--- config.mk ---
export PLATFORM = sky130hd
export DESIGN_NAME = axis_rr_arbiter
export DESIGN_NICKNAME = d
export VERILOG_FILES = /design/src/rtl/axis_rr_arbiter.sv
export SDC_FILE = /design/constraint.sdc
export NUM_CORES = 1
export LEC_CHECK = 0
export BUFFER_PORTS_ARGS = -buffer_cell sky130_fd_sc_hd__clkbuf_2
export CORE_UTILIZATION = 40
export CTS_BUF_LIST = sky130_fd_sc_hd__clkbuf_8 sky130_fd_sc_hd__clkbuf_16
export DETAILED_ROUTE_END_ITERATION = 10
export PLACE_DENSITY = 0.81
export SETUP_SLACK_MARGIN = 0.5
export SYNTH_ARGS = -nofsm -noshare
export SYNTH_HDL_FRONTEND = slang
export SYNTH_SLANG_ARGS = --single-unit
export TNS_END_PERCENT = 100
--- constraint.sdc ---
create_clock -name clk -period 1.8 [get_ports clk]
set_clock_uncertainty 0.05 [all_clocks]
set_input_delay 0.09 -clock clk [delete_from_list [all_inputs] [get_ports clk]]
set_output_delay 0.09 -clock clk [all_outputs]
set_load 0.01 [all_outputs]
--- src/rtl/axis_rr_arbiter.sv ---
// axis_rr_arbiter: merges N_SRC AXI-Stream sources into one stream, granting fixed-length
// packets round-robin with one idle cycle between packets.
module axis_rr_arbiter #(
    parameter int N_SRC   = 4,
    parameter int WORD_W  = 8,
    parameter int BUS_W   = 8,
    parameter int N_BEATS = 10,
    localparam int WPB    = BUS_W / WORD_W,
    localparam int SW     = $clog2(N_SRC),
    localparam int CW     = $clog2(N_BEATS + 1)
) (
    input  logic                                    clk,
    input  logic                                    rstn,
    input  logic [N_SRC-1:0]                        s_valid,
    output logic [N_SRC-1:0]                        s_ready,
    input  logic [N_SRC-1:0][WPB-1:0][WORD_W-1:0]   s_data,
    output logic                                    m_valid,
    input  logic                                    m_ready,
    output logic [WPB-1:0][WORD_W-1:0]              m_data,
    output logic [SW-1:0]                           m_src,
    output logic                                    busy
);
    typedef enum logic {IDLE, BUSY} state_t;

    state_t        state_q, state_d;
    logic [SW-1:0] src_q, src_d, last_q, last_d, win;
    logic [CW-1:0] cnt_q, cnt_d;
    logic          xfer;

    assign busy    = state_q == BUSY;
    assign m_src   = src_q;
    assign m_valid = busy & s_valid[src_q];
    assign m_data  = busy ? s_data[src_q] : 'x;
    assign xfer    = m_valid & m_ready;

    always_comb begin
        s_ready = '0;
        if (busy) s_ready[src_q] = m_ready;
    end

    // Scan downward so the nearest requester after last is the final assignment.
    always_comb begin
        win = src_q;
        for (int i = N_SRC; i >= 1; i--)
            if (s_valid[(int'(last_q) + i) % N_SRC]) win = SW'((int'(last_q) + i) % N_SRC);
    end

    always_comb begin
        state_d = state_q;
        src_d   = src_q;
        last_d  = last_q;
        cnt_d   = cnt_q;
        if (state_q == IDLE) begin
            if (|s_valid) begin
                state_d = BUSY;
                src_d   = win;
                cnt_d   = '0;
            end
        end else if (xfer) begin
            cnt_d = cnt_q + 1'b1;
            if (cnt_q == CW'(N_BEATS - 1)) begin
                state_d = IDLE;
                last_d  = src_q;
            end
        end
    end

    always_ff @(posedge clk or negedge rstn) begin
        if (!rstn) begin
            state_q <= IDLE;
            src_q   <= '0;
            last_q  <= SW'(N_SRC - 1);
            cnt_q   <= '0;
        end else begin
            state_q <= state_d;
            src_q   <= src_d;
            last_q  <= last_d;
            cnt_q   <= cnt_d;
        end
    end
endmodule

==> implementation parameters, run 1 <==
Parameter                              Value

Worst setup path
  Arrival time at the worst endpoint ... 1.75 ns
  Biggest fanout along the worst timing path ... 4
  Type of origin of the critical path ... flop
  Category of the most critical setup path ... flop to flop
  Critical Path End Type ... flop
  Critical path data required time ... 1.91 ns

Run
  Maximum Capacitance Violations ... 0

Cells and area
  NumNets Final ... 174
  Filler cell count in the final layout ... 143
  Footprint of the multi-input gates ... 500 sq um
  Fraction of final layout cells with drive strength greater than 1 ... 60.6%
  Area Overhead vs Synth ... 53.6%
  Seq. cell area ... 230 sq um
  Antenna diode instance count ... 0
  Total non-filler cell area in the finished layout ... 0.00116 sq mm

CTS
  H-tree levels ... 1
  Number of buffers created by CTS ... 3
  CTS tree ... done
  Source-to-sink clock delay at the later pin of the worst-skew pair ... 0.23 ns
  Num Clock Sinks ... 9
  Post-CTS clock slew at the launch and capture registers of the worst setup and hold paths ... 0.04 ns
  Clock root buffer ... clkbuf_8
  Longest Clk Path Bufs ... 2

Global route
  Largest net degree at the start of global routing ... 11
  Number of antenna violations at the first check in global routing ... 0
  Overall routing resource usage ... 22.2%
  First-pass GRT wire length ... 3200 um
  Remaining global-route overflow ... 0
  Vias in the first global route ... 803

Floorplanning
  Die extent in x ... 45.4 um
  Initial standard-cell utilization of the core ... 43.2%
  Cell Rows ... 15
  Height of the die ... 45.4 um
  Core area ... 0.00175 sq mm
  IO Count ... 55
  Total Die Area ... 0.00206 sq mm

Place
  Detailed Place HPWL ... 1730 um
  I/O Buffers ... 54
  Worst slack after detailed placement ... 0.132 ns
  Placed inst area ... 0.00105 sq mm
  Gp weighted congestion ... 0.764

Pwr
  Combinational group share of total power ... 60.5%
  Clock network fraction of design power ... 13.6%
  Internal cell power ... 1.02 mW
  Switch Pwr ... 0.645 mW
  Sequential Power Share ... 25.9%
  Standby leakage power ... 0.608 nW
  Power per unit of standard cell area ... 1440 mW/mm^2
  Peak VDD IR ... 0.000897 V
  Final total power ... 1.67 mW
  Share of total power consumed by net switching ... 38.6%

Timing
  Final Hold Vio Count ... 0
  Shortest clock period the worst path allows after layout ... 1.64 ns
  Final setup fails ... 0
  Headroom to the max-slew limit ... 68.5%
  Max Transition Viols Final ... 0
  Maximum achievable frequency ... 0.609 GHz
  Transition time at the pin with the least slew margin ... 0.472 ns
  Final period util ... 91.3%
  Post-Route Setup TNS ... 0 ns
  Unrepaired setup endpoints after global routing ... true
  Final worst setup slack ... 0.157 ns

Synthesis
  Number of synthesized flops with an enable pin ... 0
  Mapped Avg Cell Area ... 10.6 sq um
  Synthesis Warnings ... 0
  Number of storage elements in the synthesis netlist ... 9
  Async S/R FF share, synth ... 100%
  Post-Syn Area ... 754 sq um
  Main synth FF type ... dfrtp_1
  Synthesized instance count ... 71
  Proportion of synthesized chip area in sequential cells ... 30.2%
  Synth cell types ... 27
  Synthesized Nets ... 112

Routing
  DR pass1 iterations ... 4
  Remaining antenna violation count after routing ... 0
  Iter 0 DRT Violations ... 4
  Wire length after detailed routing ... 2100 um
  Via count ... 839
  Via-to-Cell Ratio ... 5.34
  Number of remaining DRC errors ... 0
  WL per Instance ... 13.4 um

Outcome
  Run status ... complete, no violations

Min path
  Kind of path behind the tightest hold check ... primary input to asynchronous set/reset pin
[registers in the layout, indices dropped and copies added, names as in the netlist]
name	flops
busy	1
m_src	2
last_q	2
cnt_q	4
[placed cells by master, fill, tap and decap left out, types with 3 or more instances in the layout]
cell	synthesis	final
nor2_1	5	5
mux2i_1	7	7
nand2_1	7	7
inv_1	3	4
dfrtp_1	7	5
clkbuf_2	0	52
a21oi_1	4	3
nand2b_1	3	3
buf_4	0	6
clkbuf_8	0	3
mux4_2	8	8
[cells by family (layout without fill, tap and decap cells)]
kind of cell,count (synthesis),count (layout),synth area share [%]
compound gates,10,10,7.96
fa+ha+maj,2,2,3.32
buf+inv,8,69,5.31
flops,9,9,30.2
mux,17,17,36.2
simple gates,25,25,17.1
[synthesized netlist by cell type (all sizes together), types with 2 or more instances]
master,count,area (sq um)
mux4,8,180
dfrtp,7,175
mux2i,7,70.1
nand2,7,26.3
nor2,5,18.8
a21oi,4,20.0
buf,3,21.3
inv,3,11.3
nand2b,3,18.8
clkbuf,2,7.51
dfstp,2,52.6
ha,2,25.0
mux2,2,22.5
nand4,2,12.5
nor3,2,10.0
o21a,2,15.0
[power groups by stage]
| stage | combinational [mW] | sequential [mW] | clock [mW] |
|---|---|---|---|
| floorplan | 0.694 | 0.387 | 0 |
| global placement | 0.874 | 0.432 | 0 |
| detailed placement | 0.902 | 0.443 | 0 |
| CTS | 1.01 | 0.428 | 0.232 |
| global route | 1.11 | 0.450 | 0.245 |
| finish | 1.01 | 0.433 | 0.226 |
[worst max-delay path: stages, from the launching register on]
cell and delay (ns):
dfrtp_2 0.43, mux2i_1 0.15, mux2i_1 0.19, or3b_4 0.44, mux2_4 0.31
[final timing paths]
kind | from | end | slack [ns] | depth (start not counted)
max | m_src[1] | last_q[0] | 0.16 | 4
min | rstn | cnt_q[2] | 0.20 | 2
max reg2reg | m_src[1] | last_q[0] | 0.16 | 4
min reg2reg | cnt_q[2] | cnt_q[2] | 0.48 | 1
max in group asynchronous | rstn | last_q[1] | 1.24 | 2
min in group clk | s_valid[2] | m_src[1] | 0.24 | 3
[per-stage QoR]
step           util [%]  cells  hold WS [ns]
2_1_floorplan         -     71        -0.256
3_3_place_gp       60.4    147       -0.0930
3_5_place_dp       60.4    147       -0.0884
4_1_cts            66.2    157         0.203
5_1_grt            66.4    157         0.240
6_report           66.4    157         0.202
[cell type report]
cell class | count | area share (%)
Clock inverter | 1 | 0.324
Timing Repair Buffer | 62 | 29.4
Tap cell | 25 | 2.70
Sequential cell | 9 | 19.9
Clock buffer | 3 | 3.56
Multi-Input combinational cell | 54 | 43.2
Inverter | 3 | 0.972
[layer usage]
layer  routed length, um  up-vias  GRT usage (%)
li1                    -      388              -
met1                 670      403           17.6
met2                1150       44           45.1
met3                 242        4           9.13
met4                  31        0           9.09
met5                   0        -              0
[timing repair]
item | CTS | global route
resized for setup | 3 | 4
hold endpoints to repair | 9 | 0
setup buffers | 5 | 0
setup endpoints to repair | 17 | 22
pin swaps | 1 | 4
hold buffers | 1 | 0
cloned | 0 | 0
Power figures use the tool's default switching activity.
==> run 2: changes to the inputs <==
--- a/config.mk
+++ b/config.mk
@@ -5,11 +5,12 @@
 export SDC_FILE = /design/constraint.sdc
 export NUM_CORES = 1
 export LEC_CHECK = 0
-export BUFFER_PORTS_ARGS = -buffer_cell sky130_fd_sc_hd__clkbuf_2
-export CORE_UTILIZATION = 40
+export CORE_AREA = 2 2 39 41
 export CTS_BUF_LIST = sky130_fd_sc_hd__clkbuf_8 sky130_fd_sc_hd__clkbuf_16
 export DETAILED_ROUTE_END_ITERATION = 10
-export PLACE_DENSITY = 0.81
+export DIE_AREA = 0 0 41 43
+export DONT_BUFFER_PORTS = 1
+export PLACE_DENSITY = 0.74
 export SETUP_SLACK_MARGIN = 0.5
 export SYNTH_ARGS = -nofsm -noshare
 export SYNTH_HDL_FRONTEND = slang
==> implementation parameters, run 2 (synthesized netlist as in run 1, its figures left out) <==
Parameter                              Value

Outcome
  Run status ... complete, no violations

Cells and area
  Fraction of final layout cells with drive strength greater than 1 ... 48.1%
  NumNets Final ... 121
  Seq. cell area ... 231 sq um
  Largest reg by FF count ... cnt_q
  Antenna diode instance count ... 0
  Most common library cell in the layout ignoring fill and taps ... mux4_2
  Commonest non-fill, non-tap cells in the layout ... mux4_2, nand2_1, mux2i_1, dfrtp_1, buf_4
  Final cell count without fillers ... 95
  Footprint of the multi-input gates ... 548 sq um
  Filler cell count in the final layout ... 100
  Area Overhead vs Synth ... 26.2%
  Largest register FFs ... 4

Run
  Maximum Capacitance Violations ... 0

CTS
  H-tree levels ... 1
  Source-to-sink clock delay at the later pin of the worst-skew pair ... 0.24 ns
  Post-CTS clock slew at the launch and capture registers of the worst setup and hold paths ... 0.05 ns
  CTS tree ... done
  Number of buffers created by CTS ... 3
  Clock root buffer ... clkbuf_8
  Longest Clk Path Bufs ... 2
  Num Clock Sinks ... 9

Timing
  Final setup fails ... 0
  Headroom to the max-slew limit ... 71.1%
  Maximum achievable frequency ... 0.601 GHz
  Final period util ... 92.4%
  Final worst setup slack ... 0.137 ns
  Post-Route Setup TNS ... 0 ns
  Shortest clock period the worst path allows after layout ... 1.66 ns
  Transition time at the pin with the least slew margin ... 0.432 ns
  Final Hold Vio Count ... 0
  Max Transition Viols Final ... 0
  Unrepaired setup endpoints after global routing ... true

Worst setup path
  Largest incremental delay on the critical path ... 0.44 ns
  Flop-to-flop setup slack ... 0.14 ns
  Type of origin of the critical path ... flop
  Worst setup startpoint ... m_src[1]
  Critical Path End Type ... flop
  Worst path top cell family by delay ... multiplexers
  Cell with the largest stage delay on the worst path ... dfrtp_2
  Worst path cell trace ... mux2i_2 -> mux2i_1 -> or3b_4 -> mux2_4
  Startpoint of the most critical register-to-register path ... m_src[1]
  Worst reg2reg endpoint ... last_q[1]
  Cell count of the worst reg-to-reg path ... 4
  Arrival time at the worst endpoint ... 1.79 ns
  Buffering stage count on the worst path with inverters included ... 0
  Critical path data required time ... 1.92 ns
  Category of the most critical setup path ... flop to flop
  Biggest fanout along the worst timing path ... 4

Routing
  Via-to-Cell Ratio ... 6.44
  Number of remaining DRC errors ... 0
  Iter 0 DRT Violations ... 3
  WL per Instance ... 18.7 um
  DR pass1 iterations ... 4
  Wire length after detailed routing ... 1780 um
  Remaining antenna violation count after routing ... 0
  Via count ... 612

Floorplanning
  Cell Rows ... 14
  Die extent in x ... 41 um
  Total Die Area ... 0.00176 sq mm
  Height of the die ... 43 um
  Core area ... 0.00138 sq mm
  Initial standard-cell utilization of the core ... 54.5%
  IO Count ... 55

Min path
  Kind of path behind the tightest hold check ... primary input to flop
  Origin of the worst min-delay path ... s_valid[2]
  Cells on Worst Hold Path ... 2
  End of the worst hold path ... m_src[1]

Global route
  First-pass GRT wire length ... 2450 um
  Largest net degree at the start of global routing ... 13
  Overall routing resource usage ... 21.4%
  Number of antenna violations at the first check in global routing ... 0
  Vias in the first global route ... 599
  Remaining global-route overflow ... 0

Place
  Worst slack after detailed placement ... 0.199 ns
  Detailed Place HPWL ... 1260 um
  I/O Buffers ... 0
  Gp weighted congestion ... 0.798
  # placed instances ... 84

Pwr
  Peak VDD IR ... 0.000779 V
  Standby leakage power ... 0.390 nW
  Power per unit of standard cell area ... 1720 mW/mm^2
==> run 2: cell count changes in the layout (fill, tap and decap cells not counted), moves of 2 or more <==
cell / change
buf_2: -2
buf_4: -2
buf_6: +3
clkbuf_2: -52
mux2i_1: -2
mux2i_2: +2
nor2_1: -4
nor2_4: +3
==> run 2: cell type report <==
class,instances,share of cell area [%]
clock buffer,3,4.34
timing repair buffer,9,9.86
clock inverter,1,0.394
multi-input combinational,54,57.6
inverter,3,1.45
sequential,9,24.3
tap,16,2.10
==> run 2: what timing repair did <==
item	4_1_cts	5_1_grt
gates cloned	0	0
pin swaps	1	3
endpoints found under the hold margin	9	0
hold buffers	1	0
resized for setup	3	20
setup buffers	4	2
endpoints found under the setup margin	19	22
==> run 2: worst register-to-register path, stage by stage, from the launching register on <==
cell     delay (ns)
dfrtp_2        0.44
mux2i_2        0.17
mux2i_1        0.19
or3b_4         0.44
mux2_4         0.31
==> run 2: worst max path at each step <==
stage          slack, ns  cells after the start        end
2_1_floorplan       0.16                      5  last_q[0]
3_3_place_gp        0.25                      4  last_q[1]
3_5_place_dp        0.20                      4  last_q[1]
4_1_cts             0.22                      4  last_q[1]
5_1_grt             0.12                      4  last_q[0]
6_report            0.14                      4  last_q[1]
==> run 2: per-stage QoR <==
step           power (mW)  hold WS [ns]  instance area, sq um  util [%]
3_3_place_gp         1.12        -0.255                   772      55.8
4_1_cts              1.47        0.0447                   867      62.7
2_1_floorplan        1.08        -0.256                   774         -
5_1_grt              1.74        0.0724                   952      68.8
6_report             1.63        0.0461                   952      68.8
3_5_place_dp         1.14        -0.255                   772      55.8
==> run 2: power breakdown <==
part | internal, mW | switching (mW) | total (mW)
combinational | 0.515 | 0.445 | 0.960
sequential | 0.310 | 0.114 | 0.424
clock | 0.150 | 0.0992 | 0.249
==> run 2: per-layer routing <==
metal,routed length (um),track usage (%),vias to the layer above
met4,49,16.7,0
met3,188,5.24,5
met2,950,34.1,39
met5,0,0,-
met1,587,22.3,288
li1,-,-,280
==> run 3: changes to the inputs <==
--- a/config.mk
+++ b/config.mk
@@ -5,12 +5,12 @@
 export SDC_FILE = /design/constraint.sdc
 export NUM_CORES = 1
 export LEC_CHECK = 0
-export CORE_AREA = 2 2 39 41
+export ABC_AREA = 1
+export CORE_UTILIZATION = 60
 export CTS_BUF_LIST = sky130_fd_sc_hd__clkbuf_8 sky130_fd_sc_hd__clkbuf_16
 export DETAILED_ROUTE_END_ITERATION = 10
-export DIE_AREA = 0 0 41 43
 export DONT_BUFFER_PORTS = 1
-export PLACE_DENSITY = 0.74
+export PLACE_DENSITY = 0.78
 export SETUP_SLACK_MARGIN = 0.5
 export SYNTH_ARGS = -nofsm -noshare
 export SYNTH_HDL_FRONTEND = slang
==> implementation parameters, run 3 <==
Parameter                              Value

Outcome
  Run status ... complete, no violations

Timing
  Final period util ... 89.9%
  Unrepaired setup endpoints after global routing ... true
  Shortest clock period the worst path allows after layout ... 1.62 ns
  Post-Route Setup TNS ... 0 ns
  Final setup fails ... 0
  Maximum achievable frequency ... 0.618 GHz
  Worst hold slack ... 0.156 ns
  Headroom to the max-slew limit ... 67.0%
  Transition time at the pin with the least slew margin ... 0.491 ns
  Max Transition Viols Final ... 0
  Final Hold Vio Count ... 0
  Final worst setup slack ... 0.181 ns

Global route
  Number of antenna violations at the first check in global routing ... 0
  Remaining global-route overflow ... 0
  First-pass GRT wire length ... 5290 um
  Largest net degree at the start of global routing ... 10
  Vias in the first global route ... 1,082
  Overall routing resource usage ... 39.3%

CTS
  Number of buffers created by CTS ... 3
  Clock root buffer ... clkbuf_8
  H-tree levels ... 1
  CTS tree ... done
  Longest Clk Path Bufs ... 2
  Post-CTS clock slew at the launch and capture registers of the worst setup and hold paths ... 0.05 ns
  Num Clock Sinks ... 9
  Source-to-sink clock delay at the later pin of the worst-skew pair ... 0.24 ns

Cells and area
  Most common library cell in the layout ignoring fill and taps ... nand2_1
  Area Overhead vs Synth ... 43.4%
  Commonest non-fill, non-tap cells in the layout ... nand2_1, nand2_2, buf_4, inv_1
  NumNets Final ... 203
  Fraction of final layout cells with drive strength greater than 1 ... 51.6%
  Final cell count without fillers ... 177
  Antenna diode instance count ... 0
  Largest reg by FF count ... cnt_q
  Largest register FFs ... 4

Pwr
  Standby leakage power ... 0.692 nW
  Combinational group share of total power ... 69.2%
  Power per unit of standard cell area ... 1670 mW/mm^2
  Clock network fraction of design power ... 10.5%
  Internal cell power ... 1.10 mW
  Share of total power consumed by net switching ... 52.2%
  Peak VDD IR ... 0.00130 V
  Sequential Power Share ... 20.3%
  Switch Pwr ... 1.20 mW

Synthesis
  Synthesized instance count ... 137
  Number of synthesized flops with an enable pin ... 0
  Number of storage elements in the synthesis netlist ... 9
  Leading cell types by count after synthesis ... nand2_1, nand3_1, a22oi_1, inv_1, dfrtp_1
  Cell with the most instances after synthesis ... nand2_1
  Synth cell types ... 26
  Synth area leaders ... nand2_1, dfrtp_1, a22oi_1
  Synthesis Warnings ... 0
  Post-synth top area cell ... nand2_1
  Main synth FF type ... dfrtp_1
  Proportion of synthesized chip area in sequential cells ... 23.7%
  Mapped Avg Cell Area ... 7.02 sq um
  Area share of the leading cell type in the synthesized netlist ... 20.3%
  Post-Syn Area ... 962 sq um
  Synthesized Nets ... 178
  Async S/R FF share, synth ... 100%

Worst setup path
  Worst reg2reg endpoint ... cnt_q[3]
  Worst setup startpoint ... m_src[1]
  Largest incremental delay on the critical path ... 0.54 ns
  Most used cell along the critical path ... nand2_4
  Critical path data required time ... 1.86 ns
  Critical Path End Type ... flop
  Type of origin of the critical path ... flop
  Worst Setup EP ... cnt_q[3]
  Startpoint of the most critical register-to-register path ... m_src[1]
  Flop-to-flop setup slack ... 0.18 ns
  Biggest fanout along the worst timing path ... 7
  Worst path cell trace ... inv_4 -> nor2_8 -> a22oi_4 -> nand2_4 -> nand2_4 -> nand2_4 -> nand2_1 -> nand2_1
  Arrival time at the worst endpoint ... 1.68 ns
  Cell with the largest stage delay on the worst path ... dfrtp_2
  Cell count of the worst reg-to-reg path ... 8
  Category of the most critical setup path ... flop to flop

Routing
  Via-to-Cell Ratio ... 6.86
  Wire length after detailed routing ... 4080 um
  Number of remaining DRC errors ... 0
  Via count ... 1,214
  Iter 0 DRT Violations ... 73
  WL per Instance ... 23.1 um
  Remaining antenna violation count after routing ... 0
  DR pass1 iterations ... 4

Floorplanning
  Die extent in x ... 42.0 um
  Initial standard-cell utilization of the core ... 63.9%
  Cell Rows ... 14
  Height of the die ... 42.0 um
  Core area ... 0.00151 sq mm
  Total Die Area ... 0.00177 sq mm
  IO Count ... 55

Place
  Gp weighted congestion ... 0.813
  # placed instances ... 151
  Detailed Place HPWL ... 1590 um
  Worst slack after detailed placement ... 0.179 ns
  I/O Buffers ... 0

Run
  Maximum Capacitance Violations ... 0

Min path
  Kind of path behind the tightest hold check ... primary input to asynchronous set/reset pin
[run 3: cell type report]
cell class | count | area [sq um]
repair buffers | 22 | 228
flip-flops and latches | 9 | 230
inverters | 16 | 72.6
multi-input cells | 110 | 783
fillers | 60 | 126
well taps | 16 | 20.0
clock buffers | 3 | 41.3
clock inverters | 1 | 5.00
[run 3: cell families (layout without fill, tap and decap cells)]
kind of cell | count (synthesis) | in the layout | share of synthesized area, %
DFF | 9 | 9 | 23.7
buffers and inverters | 19 | 42 | 9.88
and+or+nand+nor | 84 | 85 | 44.9
xor gates and xnor gates | 2 | 2 | 1.82
AOI/OAI and AO/OA | 21 | 21 | 17.2
adders and majority gates | 2 | 2 | 2.60
[run 3: power groups by stage]
stage / clock network (mW) / logic [mW] / registers, mW
after floorplan: 0 / 0.929 / 0.351
after global placement: 0 / 0.914 / 0.443
after detailed placement: 0 / 0.934 / 0.449
after CTS: 0.235 / 1.35 / 0.446
after global routing: 0.252 / 1.67 / 0.470
final: 0.243 / 1.59 / 0.467
[run 3: worst max-delay path: cells and delay by family (launching register included)]
kind / cells / cell delay (ns)
compound gates: 1 / 0.23
buf+inv: 1 / 0.17
simple gates: 6 / 0.49
flops: 1 / 0.54
[run 3: how the worst min path moves through the flow]
stage / slack (ns) / depth (start not counted) / from / end
after CTS: 0.13 / 4 / s_valid[2] / busy
after global placement: -0.26 / 0 / rstn / cnt_q[0]
after global routing: 0.20 / 1 / rstn / cnt_q[0]
after detailed placement: -0.26 / 0 / rstn / cnt_q[0]
final: 0.16 / 1 / rstn / cnt_q[0]
after floorplan: -0.26 / 0 / rstn / busy
[run 3: repair_timing]
action	4_1_cts	5_1_grt
gates cloned	1	0
pin swaps	17	8
hold buffers	1	0
endpoints found under the setup margin	22	22
resized for setup	33	16
setup buffers	17	3
endpoints found under the hold margin	9	0
[run 3: per-layer routing]
layer	part of all wire (%)	wire length, um	vias up	global-route usage, %
met5	0	0	-	0
met4	7.0	284	0	18.8
met3	11	462	38	8.62
met2	48	1940	126	62.8
met1	34	1390	546	50.7
li1	-	-	504	-
[run 3: metrics by stage]
stage / util (%) / cell area [sq um] / power, mW
after floorplan: - / 971 / 1.28
after global placement: 64.0 / 965 / 1.36
after detailed placement: 64.0 / 965 / 1.38
after CTS: 86.8 / 1310 / 2.03
after global routing: 91.6 / 1380 / 2.39
final: 91.6 / 1380 / 2.30
